<file path="config.mk">
export PLATFORM = sky130hd
export DESIGN_NAME = tt_um_emern_scan_ctrl
export DESIGN_NICKNAME = d
export VERILOG_FILES = /design/src/rtl/tt_um_emern_scan_ctrl.sv
export SDC_FILE = /design/constraint.sdc
export NUM_CORES = 1
export LEC_CHECK = 0
export CORE_ASPECT_RATIO = 0.75
export CORE_MARGIN = 4
export CORE_UTILIZATION = 57
export CTS_BUF_LIST = sky130_fd_sc_hd__clkbuf_16
export DETAILED_ROUTE_END_ITERATION = 8
export GPL_TIMING_DRIVEN = 0
export PLACE_DENSITY = 0.78
export SLEW_MARGIN = 20
export SYNTH_ARGS = -nofsm -noshare
export SYNTH_HDL_FRONTEND = slang
export SYNTH_SLANG_ARGS = --single-unit
</file>
<file path="constraint.sdc">
create_clock -name clk -period 3.9 [get_ports clk]
set_input_delay 0.78 -clock clk [delete_from_list [all_inputs] [get_ports clk]]
set_output_delay 0.78 -clock clk [all_outputs]
set_load 0.01 [all_outputs]
</file>
<file path="src/rtl/tt_um_emern_scan_ctrl.sv">
// Raster scan controller for the badGPU display path.
// Generates VGA h/v timing, maps pixels onto the polygon grid, opens the
// SPI load window and issues the once-per-frame commit strobe. Every output
// is registered from a decode of the *next* position, so all outputs in a
// cycle describe the position shown on h_count_out/v_count_out.
module tt_um_emern_scan_ctrl #(
    parameter int H_VIS       = 640,
    parameter int H_FP        = 16,
    parameter int H_SYNC      = 96,
    parameter int H_BP        = 48,
    parameter int V_VIS       = 480,
    parameter int V_FP        = 10,
    parameter int V_SYNC      = 2,
    parameter int V_BP        = 33,
    parameter int X_DIV       = 5,
    parameter int Y_DIV       = 7,
    parameter int GRID_W      = 128,
    parameter int GRID_H      = 64,
    parameter int LOAD_GUARD  = 4,
    parameter int VBLANK_LOAD = 1
) (
    input  logic       clk,
    input  logic       rst,
    input  logic       en_screen_in,
    output logic       hsync_out,
    output logic       vsync_out,
    output logic [9:0] h_count_out,
    output logic [9:0] v_count_out,
    output logic       visible_out,
    output logic [6:0] grid_x_out,
    output logic [5:0] grid_y_out,
    output logic       grid_valid_out,
    output logic       en_load_out,
    output logic       line_start_out,
    output logic       frame_commit_out
);

    localparam logic [9:0] H_LAST    = 10'(H_VIS + H_FP + H_SYNC + H_BP - 1);
    localparam logic [9:0] H_FRONT   = 10'(H_VIS);
    localparam logic [9:0] H_SYNC_AT = 10'(H_VIS + H_FP);
    localparam logic [9:0] H_BACK_AT = 10'(H_VIS + H_FP + H_SYNC);
    localparam logic [9:0] V_LAST    = 10'(V_VIS + V_FP + V_SYNC + V_BP - 1);
    localparam logic [9:0] V_FRONT   = 10'(V_VIS);
    localparam logic [9:0] V_SYNC_AT = 10'(V_VIS + V_FP);
    localparam logic [9:0] V_BACK_AT = 10'(V_VIS + V_FP + V_SYNC);
    localparam logic [9:0] GX_LIM    = 10'(GRID_W * X_DIV);
    localparam logic [9:0] GY_LIM    = 10'(GRID_H * Y_DIV);
    localparam logic [9:0] LOAD_LO   = 10'(H_VIS + LOAD_GUARD);
    localparam logic [9:0] LOAD_HI   = 10'(H_VIS + H_FP + H_SYNC + H_BP - 1 - LOAD_GUARD);
    localparam logic [7:0] X_LAST    = 8'(X_DIV - 1);
    localparam logic [7:0] Y_LAST    = 8'(Y_DIV - 1);
    localparam logic       VBL_EN    = (VBLANK_LOAD != 0);

    typedef enum logic [1:0] {ACTIVE, FRONT, SYNC, BACK} region_t;

    region_t    h_state, h_state_nxt, v_state, v_state_nxt;
    logic [9:0] h_nxt, v_nxt;
    logic [9:0] gx_cnt, gy_cnt, gx_nxt, gy_nxt;
    logic [7:0] x_sub, y_sub, x_sub_nxt, y_sub_nxt;
    logic       h_wrap, frame_wrap;
    logic       screen_en, screen_en_nxt, started;
    logic       vis_nxt, gv_nxt, el_nxt;

    // Next-position, region FSMs, grid sub-counters and output decode
    always_comb begin
        h_state_nxt   = h_state;
        v_state_nxt   = v_state;
        x_sub_nxt     = x_sub;
        y_sub_nxt     = y_sub;
        gx_nxt        = gx_cnt;
        gy_nxt        = gy_cnt;

        h_wrap        = (h_count_out == H_LAST);
        frame_wrap    = h_wrap && (v_count_out == V_LAST);
        h_nxt         = h_wrap ? '0 : h_count_out + 10'd1;
        v_nxt         = v_count_out;
        if (h_wrap)
            v_nxt = (v_count_out == V_LAST) ? '0 : v_count_out + 10'd1;

        // The enable is only re-sampled on a real frame boundary, never on
        // the reset-exit step into (0,0), so the first frame stays dark.
        screen_en_nxt = (frame_wrap && started) ? en_screen_in : screen_en;

        unique case (h_state)
            ACTIVE: if (h_nxt == H_FRONT)   h_state_nxt = FRONT;
            FRONT:  if (h_nxt == H_SYNC_AT) h_state_nxt = SYNC;
            SYNC:   if (h_nxt == H_BACK_AT) h_state_nxt = BACK;
            BACK:   if (h_nxt == '0)        h_state_nxt = ACTIVE;
            default:                        h_state_nxt = ACTIVE;
        endcase

        if (h_wrap) begin
            unique case (v_state)
                ACTIVE: if (v_nxt == V_FRONT)   v_state_nxt = FRONT;
                FRONT:  if (v_nxt == V_SYNC_AT) v_state_nxt = SYNC;
                SYNC:   if (v_nxt == V_BACK_AT) v_state_nxt = BACK;
                BACK:   if (v_nxt == '0)        v_state_nxt = ACTIVE;
                default:                        v_state_nxt = ACTIVE;
            endcase
        end

        if (h_nxt == '0) begin
            x_sub_nxt = '0;
            gx_nxt    = '0;
        end else if (x_sub == X_LAST) begin
            x_sub_nxt = '0;
            gx_nxt    = gx_cnt + 10'd1;
        end else begin
            x_sub_nxt = x_sub + 8'd1;
        end

        if (h_wrap) begin
            if (v_nxt == '0) begin
                y_sub_nxt = '0;
                gy_nxt    = '0;
            end else if (y_sub == Y_LAST) begin
                y_sub_nxt = '0;
                gy_nxt    = gy_cnt + 10'd1;
            end else begin
                y_sub_nxt = y_sub + 8'd1;
            end
        end

        vis_nxt = screen_en_nxt && (h_state_nxt == ACTIVE) && (v_state_nxt == ACTIVE);
        gv_nxt  = vis_nxt && (h_nxt < GX_LIM) && (v_nxt < GY_LIM);
        el_nxt  = !screen_en_nxt
                  || ((h_nxt >= LOAD_LO) && (h_nxt <= LOAD_HI))
                  || (VBL_EN && (v_nxt >= V_FRONT));
    end

    // State, counters and registered outputs; reset parks at the last position
    always_ff @(posedge clk or posedge rst) begin
        if (rst) begin
            h_state          <= BACK;
            v_state          <= BACK;
            h_count_out      <= H_LAST;
            v_count_out      <= V_LAST;
            x_sub            <= '0;
            y_sub            <= '0;
            gx_cnt           <= '0;
            gy_cnt           <= '0;
            screen_en        <= 1'b0;
            started          <= 1'b0;
            hsync_out        <= 1'b1;
            vsync_out        <= 1'b1;
            visible_out      <= 1'b0;
            grid_valid_out   <= 1'b0;
            grid_x_out       <= '0;
            grid_y_out       <= '0;
            en_load_out      <= VBL_EN;
            line_start_out   <= 1'b0;
            frame_commit_out <= 1'b0;
        end else begin
            h_state          <= h_state_nxt;
            v_state          <= v_state_nxt;
            h_count_out      <= h_nxt;
            v_count_out      <= v_nxt;
            x_sub            <= x_sub_nxt;
            y_sub            <= y_sub_nxt;
            gx_cnt           <= gx_nxt;
            gy_cnt           <= gy_nxt;
            screen_en        <= screen_en_nxt;
            started          <= 1'b1;
            hsync_out        <= (h_state_nxt != SYNC);
            vsync_out        <= (v_state_nxt != SYNC);
            visible_out      <= vis_nxt;
            grid_valid_out   <= gv_nxt;
            grid_x_out       <= gv_nxt ? gx_nxt[6:0] : '0;
            grid_y_out       <= gv_nxt ? gy_nxt[5:0] : '0;
            en_load_out      <= el_nxt;
            line_start_out   <= (h_nxt == '0);
            frame_commit_out <= (h_nxt == '0) && (v_nxt == V_FRONT);
        end
    end

endmodule
</file>
==> run summary <==
async set or reset register ratio after synthesis: 1.00
DRC Markers: 0
combinational family with the most area after synthesis: simple AND/OR/NAND/NOR gates
DPL Wire Length: 6.36 mm
drt pass-1 iters: 5
Vias: 3269
Die Width: 104 um
largest net degree at the start of global routing: 40
mux contribution to synthesized area: 0.0157
Critical Path AT: 3.85 ns
initial antenna violation count: 0
total negative slack: 0 ns
worst skew pair latency: 0.33 ns
RSZ-0062 raised after global routing: false
Least-Margin Pin Slew: 0.792 ns
Reg2Reg Setup Slack: 0.27 ns
CTS sink count: 75
met3 Usage GRT: 0.0450
sequential share of the synthesized area: 0.477
grt ovf: 0
diode count: 0
WL/cell: 16.4 um
data required time of the critical path: 4.12 ns
final worst path period need: 3.63 ns
Leak: 0.00200 uW
final hold vios: 0
outcome: complete, no violations
post-synthesis adder-cell area fraction: 0.0315
Initial Util: 0.585
routed wire length: 9.03 mm
Slew HR: 0.468
num rows: 26
Clk pwr share: 0.511
initial drt markers: 183
Synth Area in Simple Gates: 0.247
Reg-to-Reg Start: h_count_out[5]
Setup-failing EPs final: 0
H-tree depth: 3
ys flop type: dfrtp_1
Routed Antenna Nets: 0
TritonCTS Buffers: 9
Max Clock Skew: 0.00691 ns
number of library cell types mapped by synthesis: 61
combinational fraction of design power: 0.021
Mapped Cells: 407
hold crit path type: reg2reg
Syn Area/Cell: 9.77 um^2
first-pass GRT wire length: 15.4 mm
GRT Overall Usage: 0.230
io pins: 43
Final period util: 0.931
hold path startpoint: h_state[1]
gr busiest metal: met2
TritonCTS clock tree: yes
Slew Limit Fails: 0
post-synthesis net count: 420
XOR/XNOR Fraction of Synth Area: 0.0683
DP Worst Slack: 0.147 ns
GR Util met1: 0.317
number of synthesized flops with an enable pin: 0
Synth Area in Compound Gates: 0.108
Sequential Power Share: 0.468
top fanout value on the critical path: 10
internal power: 1350 uW
die span in y: 80.3 um
CTS Hold Bufs: 0
Layout area overhead: 22.8%
GR met2 Demand/Resource: 0.372
CTS clk-pin slew, worst paths: 0.06 ns
Synth Cell Area: 3980 um^2
share of cells above drive strength 1: 0.152
Fmax: 275 MHz
Power per Cell Area: 343 nW/um^2
maximum vdd ir drop: 281 uV
Startpoint Class: flop
# Max-Cap Violations: 0
Worst Setup SP: h_count_out[5]
sw power: 329 uW
CTS Root Cell: clkbuf_16
vias in the first global route: 3150
Final GP Congestion: 0.893
die outline area: 8390 um^2
Setup crit end kind: flop
clock buffer depth: 2
number of vias per cell: 5.94
Ys Warns: 0
Switching Fraction: 0.196
critical path type: reg2reg
total core area: 6800 um^2
final setup slack of the worst path: 0.270 ns
number of port buffers: 42
synthesized flop and latch total: 75
Layout Nets: 475
## cell usage after synthesis, drive strengths merged (3+ instances only)
cell type / number / area, um^2
or4: 3 / 22.5
mux2i: 4 / 40.0
o31ai: 4 / 30.0
dfrtp: 58 / 1450
or2: 4 / 25.0
o21ai: 14 / 70.1
xnor2: 18 / 158
o22ai: 8 / 56.3
nor2: 37 / 139
ha: 10 / 125
and2: 3 / 18.8
nor4: 25 / 215
buf: 8 / 51.3
nand3: 19 / 95.1
nor4b: 3 / 26.3
nand2: 30 / 113
inv: 27 / 101
a21oi: 11 / 55.1
dfstp: 17 / 447
clkbuf: 13 / 48.8
a21boi: 4 / 33.8
nand2b: 5 / 31.3
nor3b: 3 / 22.5
xor2: 13 / 114
and3: 9 / 56.3
or3: 5 / 31.3
nand4: 14 / 87.6
nor3: 9 / 50.1
## cell type report
class                           instances  area [um^2]
Timing Repair Buffer                   44          448
Fill cell                             525         1920
Multi-Input combinational cell        284         1910
Buffer                                 21          105
Clock buffer                            9          225
Inverter                               27          104
Sequential cell                        75         1900
Clock inverter                          6         83.8
Tap cell                               84          105
## kinds of logic (layout without fill, tap and decap cells)
group           after synthesis  after routing
simple gates                175            175
flops                        75             75
compound gates               61             61
buf+inv                      48            107
xor+xnor                     31             31
fa+ha+maj                    10             10
mux                           6              6
other cells                   1              1
## path summary, 6_finish.rpt
check / to / depth (start not counted)
setup reg to reg: grid_y_out[0] / 12
max in group asynchronous: vsync_out / 3
hold / removal: h_state[0] / 1
hold reg to reg: h_state[0] / 1
setup / recovery: grid_y_out[0] / 12
min in group asynchronous: x_sub[6] / 2
## timing repair
action	4_1_cts	5_1_grt
resized for setup	0	12
buffers inserted	0	1
setup endpoints to repair	0	17
## registers in the layout, summed over array words and instances (netlist names), 2 cells and up
| signal | cells |
|---|---|
| h_count_out | 10 |
| gy_cnt | 6 |
| grid_y_out | 6 |
| y_sub | 8 |
| gx_cnt | 7 |
| h_state | 2 |
| v_count_out | 10 |
| x_sub | 8 |
| grid_x_out | 7 |
| v_state | 2 |
## through the flow
stage	area [um^2]	util	instances	total power (uW)	hold WS (ns)
2_1_floorplan	3980	-	407	817	0.469
3_3_place_gp	4500	0.662	533	830	0.490
3_5_place_dp	4520	0.665	534	834	0.505
4_1_cts	4830	0.711	549	1700	0.513
5_1_grt	4880	0.718	550	1730	0.526
6_report	4880	0.718	550	1680	0.512
## power by group through the flow
| stage | clock (uW) | sequential [uW] | combinational [uW] |
|---|---|---|---|
| final | 857 | 784 | 35.0 |
| after global routing | 911 | 784 | 40.3 |
| after floorplan | 0 | 799 | 18.3 |
| after global placement | 0 | 797 | 33.0 |
| after detailed placement | 0 | 798 | 36.4 |
| after CTS | 875 | 784 | 36.5 |
## metal layers
layer,share of wire,wire [um]
met1,0.47,4240
met2,0.47,4260
met3,0.045,402
met4,0.015,136
met5,0,0
## critical path: stages (launching register included)
cell      delay (ns)
dfrtp_1         0.37
clkbuf_1        0.19
or4b_1          0.53
buf_2           0.21
nor4_2          0.32
mux2i_2         0.35
a41oi_2         0.18
nor3_2          0.24
a21boi_1        0.11
or4_1           0.50
buf_2           0.17
buf_6           0.16
nor4_2          0.19
## placed cells by master, fill, tap and decap left out, types with 8 or more instances in the layout
cell type	count
dfrtp_1	58
clkdlybuf4s50_1	42
nor2_1	36
nand2_1	30
inv_1	27
xnor2_1	18
nand3_1	18
dfstp_2	17
nor4_1	15
nand4_1	14
xor2_1	13
o21ai_0	12
clkbuf_1	11
a21oi_1	11
ha_1	10
nor4_2	9
and3_1	9
clkbuf_16	9
nor3_1	8
Note: power is estimated with default switching activity, not from simulation.
==> RTL edit 1, RTL diff (config.mk and constraints unchanged) <==
`V_FP`: 10 -> 9.
--- a/src/rtl/tt_um_emern_scan_ctrl.sv
+++ b/src/rtl/tt_um_emern_scan_ctrl.sv
@@ -10,5 +10,5 @@
     parameter int H_BP        = 48,
     parameter int V_VIS       = 480,
-    parameter int V_FP        = 10,
+    parameter int V_FP        = 9,
     parameter int V_SYNC      = 2,
     parameter int V_BP        = 33,
Formal check against the unedited RTL: not equivalent (Yosys sat finds a counterexample within 4 cycles, from zero or initial values and one cycle with rst high).
==> RTL edit 1 against the original RTL <==
  * Cell count up 0.18%
  * Area after synthesis down 0.60%
  * Sequential cell count unchanged
  * Design area up 3.9%
  * Routed wire length up 9.4%
  * Power down 0.13%
  * Combinational power down 2%
  * Worst setup slack worse by 0.16 ns
  * Largest power group unchanged
  * Largest cell class unchanged
==> RTL edit 1: results <==
metrics = {
    "synth": {
        "seq_area_frac_synth_pct": 48.1,
        "synth_area_leaders": "dfrtp_1 36%, dfstp_2 12%, xor2_1 3.3%",
        "async_flop_share_pct": 100,
        "yosysMostFrequentCell": "dfrtp_1",
        "ys_warn_count": 0,
        "synthDistinctLibCells": 58,
        "yosys-top-cells-count": "57 x dfrtp_1, 33 x nor2_1, 28 x nand2_1",
        "syn_nets": 413,
        "syn_inst": 401,
    },
    "finish": {
        "n_fill_cell": 435,
        "final_util_pct": 78.0,
        "stdcell_count": 551,
        "nNetsFinal": 478,
        "drive_gt1_share_pct": 18.3,
        "reg.largest.list": "h_count_out (10), v_count_out (10)",
    },
    "timing": {
        "fmax_mhz": 264,
        "holdWs_ns": 0.506,
        "skew_ns": 0.00434,
        "max_slew_margin_pct": 26.3,
    },
    "global_routing": {
        "grt_use_met2_pct": 39.7,
        "grt_max_degree": 62,
        "grtUsageMet3_pct": 7.15,
        "grt_pass1_vias": 3359,
        "grt_pass1_wl_um": 16400,
        "use_met1_pct": 33.5,
        "grtUsageTotal_pct": 24.7,
    },
    "worst_setup_path": {
        "critPathSlowestCell": "dfstp_2",
        "r2r_cells": 13,
        "worstPathArrival_ns": 4.01,
        "critPathCapture": "grid_y_out[4]$_DFF_PP0_",
        "worstReg2RegStart": "h_count_out[2]$_DFF_PP1_",
        "r2r_slack_ns": 0.11,
    },
    "clock_tree": {
        "clock_latency_ns": 0.33,
    },
    "power_and_ir_drop": {
        "p_switching_mw": 0.328,
        "clkPwrFrac_pct": 51.1,
        "p_leak_nw": 2.20,
        "peakVddDrop_v": 0.000241,
        "finalPower_mw": 1.67,
    },
    "run_status": {
        "outcome": "complete, no violations",
    },
    "drt": {
        "drt_iter0_drc": 180,
        "totalWireLength_um": 9890,
        "viasPerCell": 6.15,
    },
    "place": {
        "place_inst": 525,
        "place_area_mm2": 0.00451,
        "hpwlAfterDp_um": 6740,
        "gp_congestion": 0.878,
        "pre_cts_slack_ns": -0.446,
    },
    "min_path": {
        "hold_path_class": "register to register",
    },
}
RTL edit 1: cell count changes after synthesis, moves of 6 or more:
cell and change:
inv_1 -13, nand2b_1 +7, and4_1 +6, nand3_1 +6
o22ai_1 -6
RTL edit 1: worst min path at each step:
stage / from / endpoint / depth (start not counted)
final: x_sub[0]$_DFF_PP0_ / x_sub[0]$_DFF_PP0_ / 1
after floorplan: x_sub[0]$_DFF_PP0_ / x_sub[0]$_DFF_PP0_ / 1
after global placement: x_sub[0]$_DFF_PP0_ / x_sub[0]$_DFF_PP0_ / 1
after CTS: x_sub[0]$_DFF_PP0_ / x_sub[0]$_DFF_PP0_ / 1
after detailed placement: x_sub[0]$_DFF_PP0_ / x_sub[0]$_DFF_PP0_ / 1
after global routing: x_sub[0]$_DFF_PP0_ / x_sub[0]$_DFF_PP0_ / 1
RTL edit 1: cells by family after synthesis:
| family | Yosys count | synth area share (%) |
|---|---|---|
| compound gates | 62 | 11.0 |
| xor+xnor | 29 | 6.43 |
| fa+ha+maj | 9 | 2.85 |
| buf+inv | 36 | 3.89 |
| flops | 75 | 48.1 |
| mux | 4 | 1.01 |
| other cells | 1 | 0.0949 |
| simple gates | 185 | 26.7 |
RTL edit 1: timing repair:
item | CTS | global route
setup endpoints to repair | 21 | 16
hold buffers | 0 | 0
pin swaps | 2 | 7
setup buffers | 4 | 9
resized for setup | 10 | 29
RTL edit 1: routing by layer:
layer	wire length (µm)	vias up
met5	0	-
met4	98	0
met3	683	11
met2	4660	135
met1	4440	1647
li1	-	1597
RTL edit 1: final cells by class:
class | instances | area share [%]
clock inverter | 6 | 1.63
tap | 81 | 2.00
clock buffer | 9 | 4.44
buffer | 20 | 2.19
inverter | 14 | 1.08
sequential | 75 | 37.4
timing repair buffer | 56 | 10.7
multi-input combinational | 290 | 40.5
==> RTL edit 2, RTL diff (same flow settings) <==
Made on the original files. Compare `v_count_out` against `V_LAST` with >= in place of ==.
--- a/src/rtl/tt_um_emern_scan_ctrl.sv
+++ b/src/rtl/tt_um_emern_scan_ctrl.sv
@@ -72,5 +72,5 @@
 
         h_wrap        = (h_count_out == H_LAST);
-        frame_wrap    = h_wrap && (v_count_out == V_LAST);
+        frame_wrap    = h_wrap && (v_count_out >= V_LAST);
         h_nxt         = h_wrap ? '0 : h_count_out + 10'd1;
         v_nxt         = v_count_out;
Formal check against the unedited RTL: same outputs for any inputs over 10 cycles, from zero or initial values and one cycle with rst high; that may be too few to reach the edited logic, so the function may still have changed.
==> RTL edit 2 against the original RTL <==
  * Area after synthesis rose by 9.2%
  * Critical path depth unchanged
  * Routed wire length is 23% higher
  * Power rose by 6.3%
  * Largest cell class unchanged
  * Sequential cell count stayed put
  * Non-clock buffer count is 5 higher
  * Worst setup slack better by 0.071 ns
  * Design area increased by 8.5%
==> RTL edit 2: results <==
metrics = {
    "run_status": {
        "outcome": "complete, no violations",
    },
    "worst_setup_path": {
        "critPathCapture": "grid_y_out[4]$_DFF_PP0_",
        "critPathSlowestCell": "dfstp_2",
        "r2r_slack_ns": 0.34,
        "worstReg2RegStart": "h_count_out[0]$_DFF_PP1_",
        "slowest_delay_ns": 0.58,
        "critPathTopFamily": "compound AO/OA/AOI/OAI gates",
    },
    "drt": {
        "drt_iter0_drc": 304,
        "viasPerCell": 6.12,
        "totalWireLength_um": 11200,
    },
    "synth": {
        "yosys-top-cells-count": "58 x dfrtp_1, 44 x nand2_1, 31 x nor2_1",
        "synth_area_leaders": "dfrtp_1 33%, dfstp_2 10%, nand2_1 3.8%",
        "syn_nets": 464,
        "syn_inst": 451,
        "synthDistinctLibCells": 76,
    },
    "global_routing": {
        "use_met1_pct": 37.8,
        "grt_pass1_wl_um": 18800,
        "grt_max_degree": 56,
        "grtUsageTotal_pct": 26.2,
        "grtUsageMet3_pct": 6.19,
    },
    "timing": {
        "worst_pin_slew_ns": 0.980,
        "holdWs_ns": 0.530,
        "min_period_over_period_pct": 91.3,
        "skew_ns": 0.00306,
    },
    "clock_tree": {
        "cts_resized": 1,
    },
    "finish": {
        "drive_gt1_share_pct": 15.5,
    },
    "place": {
        "place_area_mm2": 0.00492,
        "hpwlAfterDp_um": 7810,
        "gp_congestion": 0.960,
        "place_inst": 595,
    },
    "min_path": {
        "whs_endpoint": "h_count_out[0]$_DFF_PP1_",
    },
    "power_and_ir_drop": {
        "p_leak_nw": 2.20,
        "peakVddDrop_v": 0.000257,
    },
    "job": {
        "timing.max_cap.violations": 0,
    },
}
RTL edit 2: kinds of logic after synthesis:
group	count (synthesis)	synth area share [%]
adder cells (fa/ha/maj)	10	2.88
AO/OA/AOI/OAI	94	16.4
flip-flops	75	43.7
XOR/XNOR	25	5.04
buffers and inverters	48	5.10
AND/OR/NAND/NOR	193	25.6
other	1	0.0864
multiplexers	5	1.18
RTL edit 2: layer usage:
layer,part of all wire [%],vias up
li1,-,1758
met1,45,1799
met2,46,170
met3,7.0,21
met4,1.5,0
met5,0,-
RTL edit 2: power breakdown:
part	internal [mW]	switching (mW)
Clock	0.624	0.337
Combinational	0.0134	0.0237
Sequential	0.783	0.00126
Total	1.42	0.362
RTL edit 2: area by class of cell:
class / count / area (µm²)
plain buffers: 25 / 136
repair buffers: 45 / 463
fillers: 579 / 2070
multi-input cells: 328 / 2250
flip-flops and latches: 75 / 1900
well taps: 101 / 126
inverters: 23 / 88.8
clock inverters: 6 / 115
clock buffers: 9 / 225
